### config.mk
export PLATFORM = sky130hd
export DESIGN_NAME = inv_burst_writer
export DESIGN_NICKNAME = d
export VERILOG_FILES = /design/src/rtl/inv_burst_writer.sv
export SDC_FILE = /design/constraint.sdc
export NUM_CORES = 2
export LEC_CHECK = 0
export CAP_MARGIN = 0
export CORE_MARGIN = 4
export CORE_UTILIZATION = 55
export DETAILED_ROUTE_END_ITERATION = 12
export PLACE_DENSITY = 0.79
export SETUP_SLACK_MARGIN = 0.05
export SYNTH_ARGS = -nofsm -noshare
export SYNTH_HDL_FRONTEND = slang
export SYNTH_MEMORY_MAX_BITS = 65536
export SYNTH_SLANG_ARGS = --single-unit
### constraint.sdc
create_clock -name clk -period 77.1 [get_ports clk]
set_input_delay 7.71 -clock clk [delete_from_list [all_inputs] [get_ports clk]]
set_output_delay 7.71 -clock clk [all_outputs]
set_load 0.1 [all_outputs]
### src/rtl/inv_burst_writer.sv
// Buffers upstream (address, operand) pairs and replays them to the Montgomery
// inverter as one gap-free start/write burst, then tracks busy through ack and completion.
//
// state   | meaning
// IDLE    | empty buffer, waiting for the first pair
// COLLECT | accepting further pairs of the current burst
// ARM     | burst closed, waiting for the inverter to go idle
// ISSUE   | replaying buffer entries with O_START high
// ACK     | waiting for busy to rise, bounded by ACK_TO
// DONE    | waiting for busy to fall
module inv_burst_writer #(
  parameter int DATA_W    = 288,
  parameter int ADDR_W    = 9,
  parameter int MAX_BURST = 16,
  parameter int ACK_TO    = 8
) (
  input  logic              clk,
  input  logic              rst,
  input  logic              S_VALID,
  output logic              S_READY,
  input  logic [ADDR_W-1:0] S_ADDR,
  input  logic [DATA_W-1:0] S_DATA,
  input  logic              S_LAST,
  output logic              O_START,
  output logic [ADDR_W-1:0] O_WADDR,
  output logic [DATA_W-1:0] O_WDATA,
  input  logic              I_BUSY,
  output logic              O_DONE,
  output logic              O_ACK_TIMEOUT
);
  localparam int CW = $clog2(MAX_BURST) + 1;
  localparam int IW = (MAX_BURST > 1) ? $clog2(MAX_BURST) : 1;
  localparam int TW = (ACK_TO > 1) ? $clog2(ACK_TO) : 1;
  localparam logic [CW-1:0] L_MAX     = CW'(MAX_BURST);
  localparam logic [TW-1:0] L_TO_LAST = TW'(ACK_TO - 1);

  typedef enum logic [2:0] {
    ST_IDLE, ST_COLLECT, ST_ARM, ST_ISSUE, ST_ACK, ST_DONE
  } state_t;

  state_t            r_state, w_state_nxt;
  logic [CW-1:0]     r_wcnt, w_wcnt_nxt;
  logic [CW-1:0]     r_rcnt, w_rcnt_nxt;
  logic [TW-1:0]     r_ack_cnt, w_ack_cnt_nxt;
  logic              r_ready, w_ready_nxt;
  logic              r_start, w_start_nxt;
  logic [ADDR_W-1:0] r_waddr, w_waddr_nxt;
  logic [DATA_W-1:0] r_wdata, w_wdata_nxt;
  logic              r_done, w_done_nxt;
  logic              r_to, w_to_nxt;

  logic [ADDR_W-1:0] r_buf_addr [MAX_BURST];
  logic [DATA_W-1:0] r_buf_data [MAX_BURST];

  logic              w_accept;
  logic [CW-1:0]     w_wcnt_inc;
  logic [CW-1:0]     w_rcnt_inc;

  assign w_accept   = S_VALID & r_ready;
  assign w_wcnt_inc = r_wcnt + 1'b1;
  assign w_rcnt_inc = r_rcnt + 1'b1;

  // Buffer contents need no reset: clearing wcnt discards them.
  always_ff @(posedge clk) begin
    if (w_accept) begin
      r_buf_addr[r_wcnt[IW-1:0]] <= S_ADDR;
      r_buf_data[r_wcnt[IW-1:0]] <= S_DATA;
    end
  end

  always_comb begin
    w_state_nxt   = r_state;
    w_wcnt_nxt    = r_wcnt;
    w_rcnt_nxt    = r_rcnt;
    w_ack_cnt_nxt = r_ack_cnt;
    w_start_nxt   = 1'b0;
    w_waddr_nxt   = r_waddr;
    w_wdata_nxt   = r_wdata;
    w_done_nxt    = 1'b0;
    w_to_nxt      = 1'b0;
    case (r_state)
      ST_IDLE, ST_COLLECT: begin
        if (w_accept) begin
          w_wcnt_nxt = w_wcnt_inc;
          if (S_LAST || (w_wcnt_inc == L_MAX)) w_state_nxt = ST_ARM;
          else                                 w_state_nxt = ST_COLLECT;
        end
      end
      ST_ARM: begin
        if (!I_BUSY) begin
          w_state_nxt = ST_ISSUE;
          w_rcnt_nxt  = '0;
        end
      end
      ST_ISSUE: begin
        w_start_nxt = 1'b1;
        w_waddr_nxt = r_buf_addr[r_rcnt[IW-1:0]];
        w_wdata_nxt = r_buf_data[r_rcnt[IW-1:0]];
        w_rcnt_nxt  = w_rcnt_inc;
        if (w_rcnt_inc == r_wcnt) begin
          w_state_nxt   = ST_ACK;
          w_ack_cnt_nxt = '0;
        end
      end
      ST_ACK: begin
        if (I_BUSY) begin
          w_state_nxt = ST_DONE;
        end else if (r_ack_cnt == L_TO_LAST) begin
          w_to_nxt    = 1'b1;
          w_done_nxt  = 1'b1;
          w_wcnt_nxt  = '0;
          w_state_nxt = ST_IDLE;
        end else begin
          w_ack_cnt_nxt = r_ack_cnt + 1'b1;
        end
      end
      ST_DONE: begin
        if (!I_BUSY) begin
          w_done_nxt  = 1'b1;
          w_wcnt_nxt  = '0;
          w_state_nxt = ST_IDLE;
        end
      end
      default: w_state_nxt = ST_IDLE;
    endcase
    w_ready_nxt = (w_state_nxt == ST_IDLE) || (w_state_nxt == ST_COLLECT);
  end

  always_ff @(posedge clk) begin
    if (rst) begin
      r_state   <= ST_IDLE;
      r_wcnt    <= '0;
      r_rcnt    <= '0;
      r_ack_cnt <= '0;
      r_ready   <= 1'b0;
      r_start   <= 1'b0;
      r_waddr   <= '0;
      r_wdata   <= '0;
      r_done    <= 1'b0;
      r_to      <= 1'b0;
    end else begin
      r_state   <= w_state_nxt;
      r_wcnt    <= w_wcnt_nxt;
      r_rcnt    <= w_rcnt_nxt;
      r_ack_cnt <= w_ack_cnt_nxt;
      r_ready   <= w_ready_nxt;
      r_start   <= w_start_nxt;
      r_waddr   <= w_waddr_nxt;
      r_wdata   <= w_wdata_nxt;
      r_done    <= w_done_nxt;
      r_to      <= w_to_nxt;
    end
  end

  assign S_READY       = r_ready;
  assign O_START       = r_start;
  assign O_WADDR       = r_waddr;
  assign O_WDATA       = r_wdata;
  assign O_DONE        = r_done;
  assign O_ACK_TIMEOUT = r_to;

endmodule
* Yosys cells after proc, flatten, opt, wreduce, memory -nomap -nowiden
Memories as Yosys holds them, arrays and structs flattened. A register that Yosys moved wholly into a read port is not among the register bits. Index checks and enable logic that the tools add are counted.
Word-level totals: register bits 20, memory bits (writable) 4752, output and inout port bits 301, logic and storage cells 68, memories 2
Operators by class: add/sub/neg operators 3, eq/ne operators 16, multiplexer cells 25, bitwise operators 2, reduce and logical (&&, ||, !) cells 12
Memory list:
- r_buf_data | words 16, width 288, read ports 1, clocked after memory_dff 1, write ports 1, RTL line 53 | logic [DATA_W-1:0] r_buf_data [MAX_BURST];
- r_buf_addr | words 16, width 9, read ports 1, clocked after memory_dff 1, write ports 1, RTL line 52 | logic [ADDR_W-1:0] r_buf_addr [MAX_BURST];
Operators with widths (count):
- 3-bit 2-to-1 mux | 9
- 5-bit 2-to-1 mux | 4
- 3-bit case mux with 5 select lines | 1
- 5-bit case mux with 3 select lines | 1
- 2-bit inequality test, second input constant | 7
- 5-bit by 1-bit adder with 5-bit output, second input constant | 2
- 5-bit case mux with 2 select lines | 1
- 3-bit equality test, second input constant | 3
- 3-bit by 1-bit equality test with 1-bit output, second input constant | 2
- 3-bit by 2-bit equality test with 1-bit output, second input constant | 2
- 3-bit zero test | 2
- 1-bit 2-to-1 mux | 6
- 3-bit case mux with 2 select lines | 1
- 5-bit equality test | 1
- 5-bit equality test, second input constant | 1
- 5-bit AND reduction | 1
- 4-bit AND reduction | 1
- 2-bit nonzero test | 2
- 2-bit OR reduction | 2
- 3-bit by 1-bit adder with 3-bit output, second input constant | 1
- 3-bit nonzero test | 1
- 1-bit logical OR | 2
- 2-bit 2-to-1 mux | 1
- 1-bit case mux with 2 select lines | 1
- other kinds (3) | 3

* Logic depth before layout (Yosys ltp)
depth after elaboration 8, depth in mapped cells 9, mapped depth without buffers 7

* Least setup slack after synthesis
OpenSTA, ideal clock, no wires.
path type input to register, from input S_VALID, to memory r_buf_addr[3][0] (enable), library setup time 1.319 ns, data arrival time 28.154 ns, data required time 75.781 ns, path slack 47.628 ns, stages on the path 4, path buffers 1, cell sequence and2_1 clkbuf_1 nand2_1 nor3_1
On the way: word-level cells in the longest chain between the ends 3
Ends and longest elaborated chain:
- start: declaration | RTL line 19 | input logic S_VALID,
- 1-bit bitwise AND | RTL line 59 | assign w_accept = S_VALID & r_ready;
- 1-bit 2-to-1 mux | RTL line 65 | if (w_accept) begin
- 1-bit 2-to-1 mux (not written as such) | RTL line 66 | r_buf_addr[r_wcnt[IW-1:0]] <= S_ADDR;
- end: declaration | RTL line 52
Every way passes these cells.

* Worst setup path in the final report
from input S_VALID, to memory r_buf_addr[2][3] (enable)
Same word-level chain as after synthesis.

==> flow_summary.ini <==
[detailed_routing]
drt.antenna.violating_nets = 0
drtIter0Drc = 12280
viasPerCell = 6.546
first_pass_iters = 6
wl_mm = 447.9
drc = 0
avgRoutedWirePerCell_um = 32.48
vias = 90260

[synthesis]
synth_async_sr_flop_share = 0
ys_seq_area_frac = 0.7958
synthesis.area_um2 = 187300
synth.largest_area_cell = edfxtp_1
yosysWarningCount = 0
avgSynthCellArea_um2 = 23.37
yosysTopAreaCellShare = 0.7619
synth-edff-count = 4752
synth_cells = 8014
yosys.cell_types.count = 50
syn_nets = 8323
synth_seq_cells = 5069
synth_ff_type = edfxtp_1
synthTopCellsByArea = edfxtp_1 76%, mux4_2 14%, dfxtp_1 3.4%, mux2i_1 1.7%, a22oi_1 1.1%

[sta]
tightest_slew_ns = 1.208
whs_ns = 0.4836
finalSetupViolCount = 0
clock-skew-final_ns = 0.09722
slew_viol_final = 0
slew_headroom = 0.1921
fin_ws_ns = 64.90
fin_crit_sh = 0.1582
fmax_mhz = 81.97
hold_violations = 0
setup_tns_ns = 0
rsz0062_at_grt = no
fin_crit_ns = 12.20

[floorplanning]
die_w_um = 591.6
rows = 214
fp.dieH_um = 591.6
start_util = 0.5517
io_pins = 603
core_area_um2 = 339500
dieArea_um2 = 349900

[clock_tree]
cts_tree = yes
path_clk_slew_ns = 0.06
numCtsBuffers = 469
clock_latency_ns = 1.01
post_cts_buffers = 0
clockBufferDepth = 4
cts_root_buf = clkbuf_16
post_cts_resized = 0
ctsHtreeMaxLevel = 5
clock_sinks = 5069
postCtsHoldBufs = 0

[critical_path]
cp-startpoint = S_VALID
cp_max_fo = 57
crit_path_max_incr_delay_ns = 0.91
timing.rr.start = r_rcnt[2]
worst-setup-path-type = in2reg
path_cells = clkdlybuf4s50_1 -> and2_1 -> nand2_1 -> nor3_2 -> buf_4 -> buf_4 -> buf_4 -> buf_4 -> buf_4
end_kind = flip-flop
timing.reg2reg.setup_slack_ns = 70.12
cp_common_cell = buf_4
crit_slowest_cell = buf_4
critPathLaunchType = primary input
r2r_cells = 9
cp.required_ns = 77.66
cp_top_family = buffers and inverters
critPathBufInv = 6
arrival_ns = 12.76
r2r-end = O_WDATA[273]

[global_route]
overflow = 0
grt_pass1_wl_mm = 651.1
antenna_found_initial = 87
grt_max_degree = 140
grt_pass1_vias = 94730
track_usage = 0.2538

[status]
status = complete, no violations

[worst_hold_path]
holdPathEnd = O_WDATA[276]
min_from = O_WDATA[276]
min_path_type = reg2reg
worstHoldPathCells = 2

[finish]
utilization = 0.6311
layout-drive-gt1-share = 0.2238
final_cell_mix = 4,752 x edfxtp_1, 1,188 x mux4_2, 597 x clkdlybuf4s50_1
fin_nets = 9106
n_fill_cell = 21290
area_growth_pct = 14.39
layout_commonest_cell = edfxtp_1

[placed_design]
io_buffers = 602
post-place-ws_ns = 63.98
gp_congestion = 0.7835
hpwl_mm = 230.3

[power]
power_density_nw_per_um2 = 25.34
cellLeakagePower_uw = 0.06642
vdd_drop_max_uv = 23.51

[job]
drv_cap = 0
[area by class of cell]
| type | instances | area (um2) | share of cell area |
|---|---|---|---|
| inverter | 6 | 30.03 | 0.0001402 |
| multi-input combinational | 2500 | 36430 | 0.1701 |
| clock inverter | 193 | 2226 | 0.01039 |
| timing repair buffer | 751 | 7457 | 0.03481 |
| clock buffer | 691 | 13270 | 0.06194 |
| antenna | 43 | 107.6 | 0.0005022 |
| sequential | 5069 | 149100 | 0.6957 |
| tap | 4536 | 5675 | 0.02649 |
[where the power goes]
group / leakage (uW) / internal (uW) / switching, uW
clock: 0.00756 / 1300 / 1010
sequential: 0.0453 / 3020 / 5.09
combinational: 0.0135 / 27.9 / 67.9
[how the worst max path moves through the flow]
stage	endpoint	depth (start not counted)	slack, ns
floorplan	r_buf_addr[3][0]	4	47.63
global placement	r_buf_data[2][261]	9	63.99
detailed placement	r_buf_data[2][261]	9	63.98
CTS	r_buf_data[2][256]	9	64.98
global route	r_buf_data[2][256]	9	64.73
finish	r_buf_addr[2][3]	9	64.90
[sequential cells by signal, summed over array words and instances (netlist names)]
signal and flops:
r_buf_data 4608, O_WDATA 288, r_buf_addr 144, O_WADDR 9, r_rcnt 5, r_wcnt 5
r_ack_cnt 3, r_state 3, O_ACK_TIMEOUT 1, O_DONE 1, O_START 1, S_READY 1
[stage by stage]
step	std cells	instance area [um2]	total power [uW]
detailed placement	12860	198600	3179
finish	13790	214300	5428
global route	13770	214200	5585
floorplan	8014	187300	3122
global placement	12860	198600	3173
CTS	13750	214100	5452
[logic make-up (layout without fill, tap and decap cells)]
family | after synthesis | after routing | synth area share
multiplexers | 1514 | 1514 | 0.1603
other | 0 | 43 | 0
AND/OR/NAND/NOR | 373 | 373 | 0.008658
adder cells (fa/ha/maj) | 7 | 7 | 0.0004676
AO/OA/AOI/OAI | 600 | 600 | 0.02415
flip-flops | 5069 | 5069 | 0.7958
buffers and inverters | 445 | 1641 | 0.01039
XOR/XNOR | 6 | 6 | 0.0002806
[per-layer routing]
layer | GRT usage | up-vias | part of all wire
met3 | 0.07501 | 877 | 0.11
met4 | 0.08864 | 62 | 0.035
li1 | - | 35790 | -
met1 | 0.3400 | 47680 | 0.36
met5 | 0 | - | 0.00078
met2 | 0.4031 | 5850 | 0.49
[tightest hold or removal path: stages, from the launching register on]
cell and delay (ns):
dfxtp_1 0.33, nand2_1 0.06, o211ai_1 0.07
[Yosys cell counts, drive strengths merged (2+ instances only)]
cell type,n
a2111oi,2
a211oi,4
a21oi,9
a22o,2
a22oi,270
a311oi,2
a31oi,2
and2,2
buf,238
clkbuf,201
dfxtp,317
edfxtp,4752
ha,7
inv,6
mux2i,325
mux4,1188
nand2,283
nand2b,6
nand3,5
nand3b,29
nor2,28
nor2b,2
nor3,7
nor3b,5
o211ai,270
o21ai,6
o221ai,27
xnor2,3
xor2,3
No activity file was read; power rests on OpenSTA's default activity.
